## src/rtl/ctx_pkt_arb4.sv

```systemverilog
// ---------------------------------------------------------------------------
// ctx_pkt_arb4 -- four-input packet arbiter / merger
//
// Merges four 36-bit packet streams onto one output stream, one whole packet
// at a time. Word format: [31:0] payload, [32] SOF, [33] EOF, [35:34] occupancy.
// Arbitration is round-robin over inputs presenting SOF. With PRIO0=1, input 0
// pre-empts the round-robin whenever it presents SOF.
//
// Build option:
//   CTX_ARB_WATCHDOG_EN  when defined, adds the mid-packet stall watchdog:
//                        stall counter, ABORT state (emits an EOF-only word),
//                        per-input drop flags and the sticky timeout bit.
//                        When undefined, PASS waits indefinitely for the
//                        granted source and TIMEOUT has no effect.
//
// Parameters:
//   PRIO0    0: plain round-robin; 1: input 0 has strict priority
//   TIMEOUT  stall limit in cycles (1..1023), watchdog builds only
//
// Ports:
//   clk                  rising-edge clock
//   reset                synchronous active-high reset
//   clear                synchronous abort; like reset but keeps status[6:5]
//   data0_i..data3_i     input packet streams
//   src0_rdy_i..3        input word valid
//   dst0_rdy_o..3        input word accepted this cycle
//   data_o               merged output stream
//   src_rdy_o            data_o valid
//   dst_rdy_i            downstream ready
//   status               [3:0] one-hot grant, [4] busy, [5] sticky orphan,
//                        [6] sticky timeout, [7] zero
// ---------------------------------------------------------------------------
module ctx_pkt_arb4 #(
  parameter int unsigned PRIO0   = 0,
  parameter int unsigned TIMEOUT = 1023
) (
  input  logic        clk,
  input  logic        reset,
  input  logic        clear,
  input  logic [35:0] data0_i,
  input  logic [35:0] data1_i,
  input  logic [35:0] data2_i,
  input  logic [35:0] data3_i,
  input  logic        src0_rdy_i,
  input  logic        src1_rdy_i,
  input  logic        src2_rdy_i,
  input  logic        src3_rdy_i,
  output logic        dst0_rdy_o,
  output logic        dst1_rdy_o,
  output logic        dst2_rdy_o,
  output logic        dst3_rdy_o,
  output logic [35:0] data_o,
  output logic        src_rdy_o,
  input  logic        dst_rdy_i,
  output logic [7:0]  status
);

  if (TIMEOUT < 1 || TIMEOUT > 1023) begin : g_bad_timeout
    $error("ctx_pkt_arb4: TIMEOUT must be in 1..1023");
  end

  localparam int SOF_BIT = 32;
  localparam int EOF_BIT = 33;

  typedef enum logic [1:0] {
    ST_IDLE,
    ST_PICK,
    ST_PASS
`ifdef CTX_ARB_WATCHDOG_EN
    ,
    ST_ABORT
`endif
  } state_t;

  // Round-robin search: first requester at last+1, last+2, last+3, last.
  // Iterating from the farthest candidate down lets the nearest one win.
  function automatic logic [1:0] rr_pick(input logic [3:0] req,
                                         input logic [1:0] last);
    logic [1:0] idx;
    logic [1:0] pick;
    pick = last + 2'd1;
    for (int k = 4; k >= 1; k--) begin
      idx = last + 2'(k);
      if (req[idx]) pick = idx;
    end
    return pick;
  endfunction

  // -------------------------------------------------------------------------
  // Input bundling
  // -------------------------------------------------------------------------
  logic [35:0] din [4];
  logic [3:0]  srdy;
  logic [3:0]  sof;
  logic [3:0]  eof;
  logic [3:0]  drdy;
  logic [3:0]  drop_act;
  logic [3:0]  req;

  assign din[0] = data0_i;
  assign din[1] = data1_i;
  assign din[2] = data2_i;
  assign din[3] = data3_i;
  assign srdy   = {src3_rdy_i, src2_rdy_i, src1_rdy_i, src0_rdy_i};

  always_comb begin
    for (int n = 0; n < 4; n++) begin
      sof[n] = din[n][SOF_BIT];
      eof[n] = din[n][EOF_BIT];
    end
  end

  assign dst0_rdy_o = drdy[0];
  assign dst1_rdy_o = drdy[1];
  assign dst2_rdy_o = drdy[2];
  assign dst3_rdy_o = drdy[3];

  // -------------------------------------------------------------------------
  // State
  // -------------------------------------------------------------------------
  state_t     state, state_nxt;
  logic [1:0] grant, grant_nxt;
  logic [1:0] last_grant, last_nxt;
  logic [1:0] win;
  logic       orphan_sticky;
  logic       orphan_set;
  logic       timeout_flag;
  logic       xfer;
  logic       busy;

`ifdef CTX_ARB_WATCHDOG_EN
  localparam logic [35:0] ABORT_WORD = 36'h2_0000_0000;

  logic [9:0] stall_cnt, stall_nxt;
  logic [3:0] drop, drop_nxt;
  logic       timeout_sticky;
  logic       timeout_set;

  assign drop_act     = drop;
  assign timeout_flag = timeout_sticky;
`else
  assign drop_act     = 4'b0000;
  assign timeout_flag = 1'b0;
`endif

  // Inputs under a drop flag never compete for the output.
  assign req = srdy & sof & ~drop_act;

  always_comb begin
    win = rr_pick(req, last_grant);
    if (PRIO0 != 0 && req[0]) win = 2'd0;
  end

  // -------------------------------------------------------------------------
  // Next-state and datapath
  // -------------------------------------------------------------------------
  always_comb begin
    // NOTE: every signal written here gets a default first, so no path through
    // the case/if tree can leave one unassigned and infer a latch.
    state_nxt  = state;
    grant_nxt  = grant;
    last_nxt   = last_grant;
    orphan_set = 1'b0;
    drdy       = 4'b0000;
    data_o     = '0;
    src_rdy_o  = 1'b0;
    xfer       = 1'b0;
`ifdef CTX_ARB_WATCHDOG_EN
    stall_nxt   = stall_cnt;
    drop_nxt    = drop;
    timeout_set = 1'b0;
`endif

    unique case (state)
      ST_IDLE: begin
        // Discard dropped words and orphans (non-SOF words between packets).
        // A drop flag masks the orphan condition on the same input.
        for (int n = 0; n < 4; n++) begin
          if (srdy[n]) begin
            if (drop_act[n]) begin
              drdy[n] = 1'b1;
            end else if (!sof[n]) begin
              drdy[n]    = 1'b1;
              orphan_set = 1'b1;
            end
          end
        end
`ifdef CTX_ARB_WATCHDOG_EN
        for (int n = 0; n < 4; n++) begin
          if (drop[n] && srdy[n] && eof[n]) drop_nxt[n] = 1'b0;
        end
`endif
        if (|req) begin
          grant_nxt = win;
          state_nxt = ST_PICK;
        end
      end

      ST_PICK: begin
        state_nxt = ST_PASS;
      end

      ST_PASS: begin
        src_rdy_o   = srdy[grant];
        data_o      = din[grant];
        drdy[grant] = dst_rdy_i;
        xfer        = srdy[grant] & dst_rdy_i;
        if (xfer && eof[grant]) begin
          last_nxt  = grant;
          state_nxt = ST_IDLE;
        end
`ifdef CTX_ARB_WATCHDOG_EN
        // Only a silent source counts as a stall; downstream backpressure
        // with the source still valid holds the count.
        if (xfer) begin
          stall_nxt = '0;
        end else if (!srdy[grant]) begin
          stall_nxt = stall_cnt + 10'd1;
          if (stall_nxt == 10'(TIMEOUT)) state_nxt = ST_ABORT;
        end
`endif
      end

`ifdef CTX_ARB_WATCHDOG_EN
      ST_ABORT: begin
        // Terminate the downstream packet with an EOF-only word, then drop
        // the rest of the stalled input's packet.
        src_rdy_o = 1'b1;
        data_o    = ABORT_WORD;
        if (dst_rdy_i) begin
          timeout_set    = 1'b1;
          drop_nxt[grant] = 1'b1;
          last_nxt       = grant;
          state_nxt      = ST_IDLE;
        end
      end
`endif

      default: begin
        state_nxt = ST_IDLE;
      end
    endcase

`ifdef CTX_ARB_WATCHDOG_EN
    if (state_nxt != ST_PASS) stall_nxt = '0;
`endif
  end

  // -------------------------------------------------------------------------
  // Registers
  // -------------------------------------------------------------------------
  // NOTE: state registers use non-blocking assignments so every flop samples
  // the pre-edge values, independent of the order the statements run in.
  always_ff @(posedge clk) begin
    if (reset || clear) begin
      state      <= ST_IDLE;
      grant      <= 2'd0;
      last_grant <= 2'd3;
    end else begin
      state      <= state_nxt;
      grant      <= grant_nxt;
      last_grant <= last_nxt;
    end
  end

  // Sticky status survives clear; only reset wipes it.
  always_ff @(posedge clk) begin
    if (reset) begin
      orphan_sticky <= 1'b0;
    end else if (!clear && orphan_set) begin
      orphan_sticky <= 1'b1;
    end
  end

`ifdef CTX_ARB_WATCHDOG_EN
  always_ff @(posedge clk) begin
    if (reset || clear) begin
      stall_cnt <= '0;
      drop      <= 4'b0000;
    end else begin
      stall_cnt <= stall_nxt;
      drop      <= drop_nxt;
    end
  end

  always_ff @(posedge clk) begin
    if (reset) begin
      timeout_sticky <= 1'b0;
    end else if (!clear && timeout_set) begin
      timeout_sticky <= 1'b1;
    end
  end
`endif

  // -------------------------------------------------------------------------
  // Status
  // -------------------------------------------------------------------------
  assign busy   = (state != ST_IDLE);
  assign status = {1'b0, timeout_flag, orphan_sticky, busy,
                   busy ? (4'b0001 << grant) : 4'b0000};

endmodule
```

## config.mk

```make
export PLATFORM = sky130hd
export DESIGN_NAME = ctx_pkt_arb4
export DESIGN_NICKNAME = d
export VERILOG_FILES = /design/src/rtl/ctx_pkt_arb4.sv
export SDC_FILE = /design/constraint.sdc
export NUM_CORES = 1
export LEC_CHECK = 0
export CAP_MARGIN = 15
export CORE_MARGIN = 1.5
export CORE_UTILIZATION = 30
export CTS_CLUSTER_DIAMETER = 40
export CTS_CLUSTER_SIZE = 16
export DETAILED_ROUTE_END_ITERATION = 6
export PLACE_DENSITY = 0.91
export SYNTH_ARGS = -nofsm -noshare
export SYNTH_HDL_FRONTEND = slang
export SYNTH_SLANG_ARGS = --single-unit
```

## constraint.sdc

```tcl
create_clock -name clk -period 4.1 [get_ports clk]
set_input_delay 0.41 -clock clk [delete_from_list [all_inputs] [get_ports clk]]
set_output_delay 0.41 -clock clk [all_outputs]
set_load 0.02 [all_outputs]
```

==> results.yml, run 1 <==
floorplanning:
  fp.dieW_um: 78.8
  die_h_um: 78.8
  ioPinCount: 201
  rows: 27
  initial_core_util_pct: 31.1
  die_area_sq_mm: 0.00621
  core_area_sq_mm: 0.00554
cts:
  path_clk_slew_ns: 0.04
  cts_tree: "built"
  clock_latency_ns: 0.23
  clockBufferDepth: 2
  cts_sinks: 7
  cts_setup_buffers: 0
  ctsResizeCount: 0
  root_buffer: "clkbuf_8"
  cts_max_level: 1
  numCtsBuffers: 3
  cts.hold.buffers_added: 0
setup_path:
  startpoint_type: "flip-flop"
  critical_path_required_ns: 3.69
  path_class: "flip-flop to primary output"
  crit_arrival_ns: 2.63
  crit_path_max_fanout: 46
  worstSetupEndpointType: "primary output"
placed_design:
  gp_congestion: 0.915
  hpwl_mm: 6.76
  portBuffers: 198
  place_inst: 419
synthesis:
  ys_seq_elements: 7
  syn_area_sq_mm: 0.00172
  synthDistinctLibCells: 36
  seq_area_frac_synth_pct: 8.13
  yosys_warnings: 0
  syn_avg_cell_area_sq_um: 10.6
  syn_inst: 163
global_routing:
  grt_pass1_wl_mm: 12.4
  grt_overflow: 0
  grt_max_degree: 47
  grt_use_total_pct: 25.7
  antenna_found_initial: 0
  grt_pass1_vias: 2420
route:
  drt_iter0_drc: 97
  postRouteAntennaNets: 0
  routed_wl_mm: 8.03
  avgRoutedWirePerCell_um: 19.0
  first_pass_iters: 4
  route.detailed.drc: 0
  viasPerCell: 5.27
  vias: 2230
power:
  pwr-share-seq_pct: 17.4
  vdd_drop_max_v: 0.000112
  power_density_mw_per_mm2: 134
  p_int_uw: 361
  swShare_pct: 27.9
  p_leak_uw: 0.00132
  power_frac_comb_pct: 62.8
  p_sw_uw: 140
  p_clk_share_pct: 19.8
layout:
  antennaDiodeCount: 0
  final_cell_mix: "clkdlybuf4s50_1 (198), and2_1 (39), mux4_2 (33)"
  layoutNonFillerInstCount: 423
  final_common_cell: "clkdlybuf4s50_1"
  nNetsFinal: 504
  nFillCells: 429
  syn_to_final_growth_pct: 117
  drive_gt1_share_pct: 12.3
timing:
  rsz0062_at_grt: "no"
  report.final.setup_viol: 0
  setup_tns_ns: 0
  worstMarginPinSlew_ns: 1.05
  slew_viol_final: 0
  fin_crit_sh_pct: 74.1
  skew_ns: 0.000107
  finalHoldViolCount: 0
  max_freq_ghz: 0.329
  slew_headroom_pct: 30.1
  period_minus_slack_ns: 3.04
job:
  cap_violations: 0
worst_hold_path:
  hold_class: "flip-flop to flip-flop"
run_status:
  status: "completed"
==> routing by layer <==
| metal | track usage [%] | routed length, um | vias to the layer above |
|---|---|---|---|
| li1 | - | - | 1017 |
| met1 | 26.9 | 2760 | 1062 |
| met2 | 50.0 | 4260 | 129 |
| met3 | 5.40 | 762 | 22 |
| met4 | 9.11 | 243 | 0 |
| met5 | 0 | 0 | - |
==> cell usage after synthesis <==
master	number	area share, %
and2_1	39	14
mux4_2	33	43
nand2_1	8	1.7
dfxtp_1	7	8.1
buf_4	6	2.6
a31oi_1	5	1.8
buf_6	5	3.3
inv_1	5	1.1
nand2b_1	5	1.8
nor2_1	5	1.1
o21ai_0	5	1.5
clkbuf_1	4	0.87
mux4_1	4	6.1
o22ai_1	4	1.5
buf_2	3	0.87
nand3_1	3	0.87
nor4_1	3	1.1
a211oi_1	1	0.44
a21oi_1	1	0.29
a22oi_1	1	0.44
a311oi_1	1	0.51
a32o_1	1	0.58
and2_2	1	0.44
and2b_1	1	0.44
and3_1	1	0.36
and4_1	1	0.51
conb_1	1	0.22
nand4_1	1	0.36
nand4_2	1	0.73
nand4b_1	1	0.51
nor2b_1	1	0.36
nor3_1	1	0.29
o21a_1	1	0.44
o2bb2ai_1	1	0.51
o31ai_1	1	0.44
or4b_1	1	0.58
==> power groups by stage <==
stage	sequential [uW]	clock, uW	combinational (uW)
2_1_floorplan	74.7	0	144
3_3_place_gp	88.4	0	305
3_5_place_dp	88.9	0	313
4_1_cts	87.7	102	315
5_1_grt	89.0	102	332
6_report	87.3	99.1	314
==> state kept, by name, indices dropped and copies added, names as in the netlist <==
name           cells
grant              2
state              2
last_grant         2
orphan_sticky      1
==> critical path, cell delays in order, from the launching register on <==
cell	delay [ns]
dfxtp_2	1.02
mux4_2	0.66
and2_1	0.18
clkdlybuf4s50_1	0.53
==> cell families (layout without fill, tap and decap cells) <==
| kind of cell | Yosys count | after routing | synth area share (%) |
|---|---|---|---|
| AND/OR/NAND/NOR | 73 | 73 | 25.3 |
| buffers and inverters | 23 | 210 | 8.71 |
| AO/OA/AOI/OAI | 22 | 22 | 8.35 |
| multiplexers | 37 | 37 | 49.2 |
| flip-flops | 7 | 7 | 8.13 |
| other | 1 | 2 | 0.218 |
==> final cells by class <==
class,count,area (sq um),area share (%)
Sequential cell,7,143,3.82
Multi-Input combinational cell,134,1440,38.4
Clock buffer,4,45.0,1.21
Timing Repair Buffer,201,2000,53.6
Tap cell,72,90.1,2.41
Inverter,5,18.8,0.502
==> path summary, 6_finish.rpt <==
kind	from	end	slack (ns)	depth (start not counted)
worst max register to register	grant[1]	last_grant[1]	1.95	4
worst min register to register	orphan_sticky	orphan_sticky	0.48	1
worst min-delay path	orphan_sticky	orphan_sticky	0.48	1
worst max-delay path	grant[1]	src_rdy_o	1.06	3
==> through the flow <==
step	instance area, sq um	power (uW)	setup slack [ns]	util [%]	hold WS (ns)
after floorplan	1730	219	2.27	-	0.443
after global placement	3690	393	1.34	66.6	0.468
after detailed placement	3690	402	1.31	66.6	0.480
after CTS	3740	505	1.06	67.5	0.489
after global routing	3740	524	0.974	67.5	0.500
final	3740	501	1.06	67.5	0.482
(Power assumes the default switching activity.)
==> inputs of run 2 (changes only) <==
CORE_UTILIZATION = 28   (was 30)
PLACE_DENSITY = 0.85   (was 0.91)
clock period = 2.9 ns   (was 4.1 ns; I/O delays follow)
==> results.yml, run 2 (synthesized netlist as in run 1, its figures left out) <==
timing:
  max_freq_ghz: 0.369
  setup_slack_ns: 0.188
  setup_tns_ns: 0
  slew_viol_final: 0
  skew_ns: 0.000411
  fin_crit_sh_pct: 93.5
  rsz0062_at_grt: "no"
  worstMarginPinSlew_ns: 0.662
  report.final.setup_viol: 0
  period_minus_slack_ns: 2.71
  slew_headroom_pct: 55.9
  finalHoldViolCount: 0
worst_hold_path:
  hp-start: "orphan_sticky"
  hold_path_depth: 1
  hold_class: "flip-flop to flip-flop"
  hold_end: "orphan_sticky"
layout:
  multi_input_comb_area_sq_mm: 0.00144
  antennaDiodeCount: 0
  final_cell_mix: "clkdlybuf4s50_1 (198), and2_1 (39), mux4_2 (33)"
  fin_area_sq_mm: 0.00381
  nFillCells: 505
  syn_to_final_growth_pct: 121
  drive_gt1_share_pct: 13.0
  final_common_cell: "clkdlybuf4s50_1"
  reg_top3: "grant (2), last_grant (2), state (2)"
  nNetsFinal: 507
  register_area_sq_um: 143
cts:
  root_buffer: "clkbuf_8"
  ctsResizeCount: 0
  cts_sinks: 7
  cts_setup_buffers: 0
  cts_tree: "built"
  cts_max_level: 1
  clockBufferDepth: 2
  numCtsBuffers: 3
  clock_latency_ns: 0.23
  path_clk_slew_ns: 0.04
  cts.hold.buffers_added: 0
route:
  avgRoutedWirePerCell_um: 18.6
  vias: 2203
  drt_iter0_drc: 99
  route.detailed.drc: 0
  viasPerCell: 5.14
  first_pass_iters: 4
  routed_wl_mm: 7.99
  postRouteAntennaNets: 0
setup_path:
  r2r-end: "last_grant[0]"
  path_class: "flip-flop to primary output"
  reg2reg_from: "grant[0]"
  startpoint_type: "flip-flop"
  worstSetupEndpointType: "primary output"
  crit_arrival_ns: 2.42
  crit_path_max_fanout: 20
  r2r_slack_ns: 1.06
  critical_path_required_ns: 2.61
  r2r_cells: 5
power:
  p_leak_uw: 0.00134
  power_density_mw_per_mm2: 188
  vdd_drop_max_v: 0.000240
floorplanning:
  rows: 28
  die_area_sq_mm: 0.00663
  die_h_um: 81.4
  initial_core_util_pct: 29.1
  fp.dieW_um: 81.4
  ioPinCount: 201
  core_area_sq_mm: 0.00592
global_routing:
  grt_use_total_pct: 22.7
  antenna_found_initial: 0
  grt_pass1_wl_mm: 11.4
  grt_overflow: 0
  grt_pass1_vias: 2212
  grt_max_degree: 26
placed_design:
  portBuffers: 198
  placed_cell_area_sq_mm: 0.00377
  hpwl_mm: 6.67
  pre_cts_ws_ns: 0.402
  gp_congestion: 0.902
run_status:
  status: "completed"
job:
  cap_violations: 0
run 2: changes by cell type in the layout (fill, tap and decap cells not counted), sizes merged:
cell and change:
buf +3
run 2: worst max path at each step:
stage	startpoint	endpoint	depth (start not counted)
5_1_grt	grant[0]	data_o[30]	4
6_report	grant[0]	data_o[34]	4
2_1_floorplan	grant[0]	dst0_rdy_o	5
4_1_cts	grant[0]	data_o[0]	4
3_5_place_dp	grant[0]	data_o[0]	4
3_3_place_gp	grant[0]	data_o[26]	4
run 2: where the power goes:
group,leakage (uW),internal (uW),switching (uW)
registers,0.0000581,102,19.3
logic,0.00126,323,132
clock network,0.0000228,95.3,43.9
run 2: layout make-up:
class | count | area share [%]
repair buffers | 204 | 54.5
multi-input cells | 134 | 37.7
flip-flops and latches | 7 | 3.74
clock buffers | 4 | 1.18
inverters | 5 | 0.492
well taps | 75 | 2.46
run 2: stage by stage:
step,power [uW],hold slack [ns],cells,utilization (%)
floorplan,309,0.443,164,-
global placement,572,0.461,425,63.7
detailed placement,577,0.468,425,63.7
CTS,721,0.477,429,64.4
global route,758,0.512,429,64.4
finish,716,0.472,429,64.4
run 2: metal layers:
layer | GRT usage (%) | wire length [um] | vias up
li1 | - | - | 1026
met1 | 28.1 | 3050 | 1033
met2 | 38.8 | 3880 | 124
met3 | 6.00 | 836 | 20
met4 | 6.21 | 216 | 0
met5 | 0 | 0 | -
run 2: critical path: stages (launching register included):
cell             delay (ns)
dfxtp_2                0.75
buf_12                 0.22
mux4_2                 0.50
and2_1                 0.18
clkdlybuf4s50_1        0.54
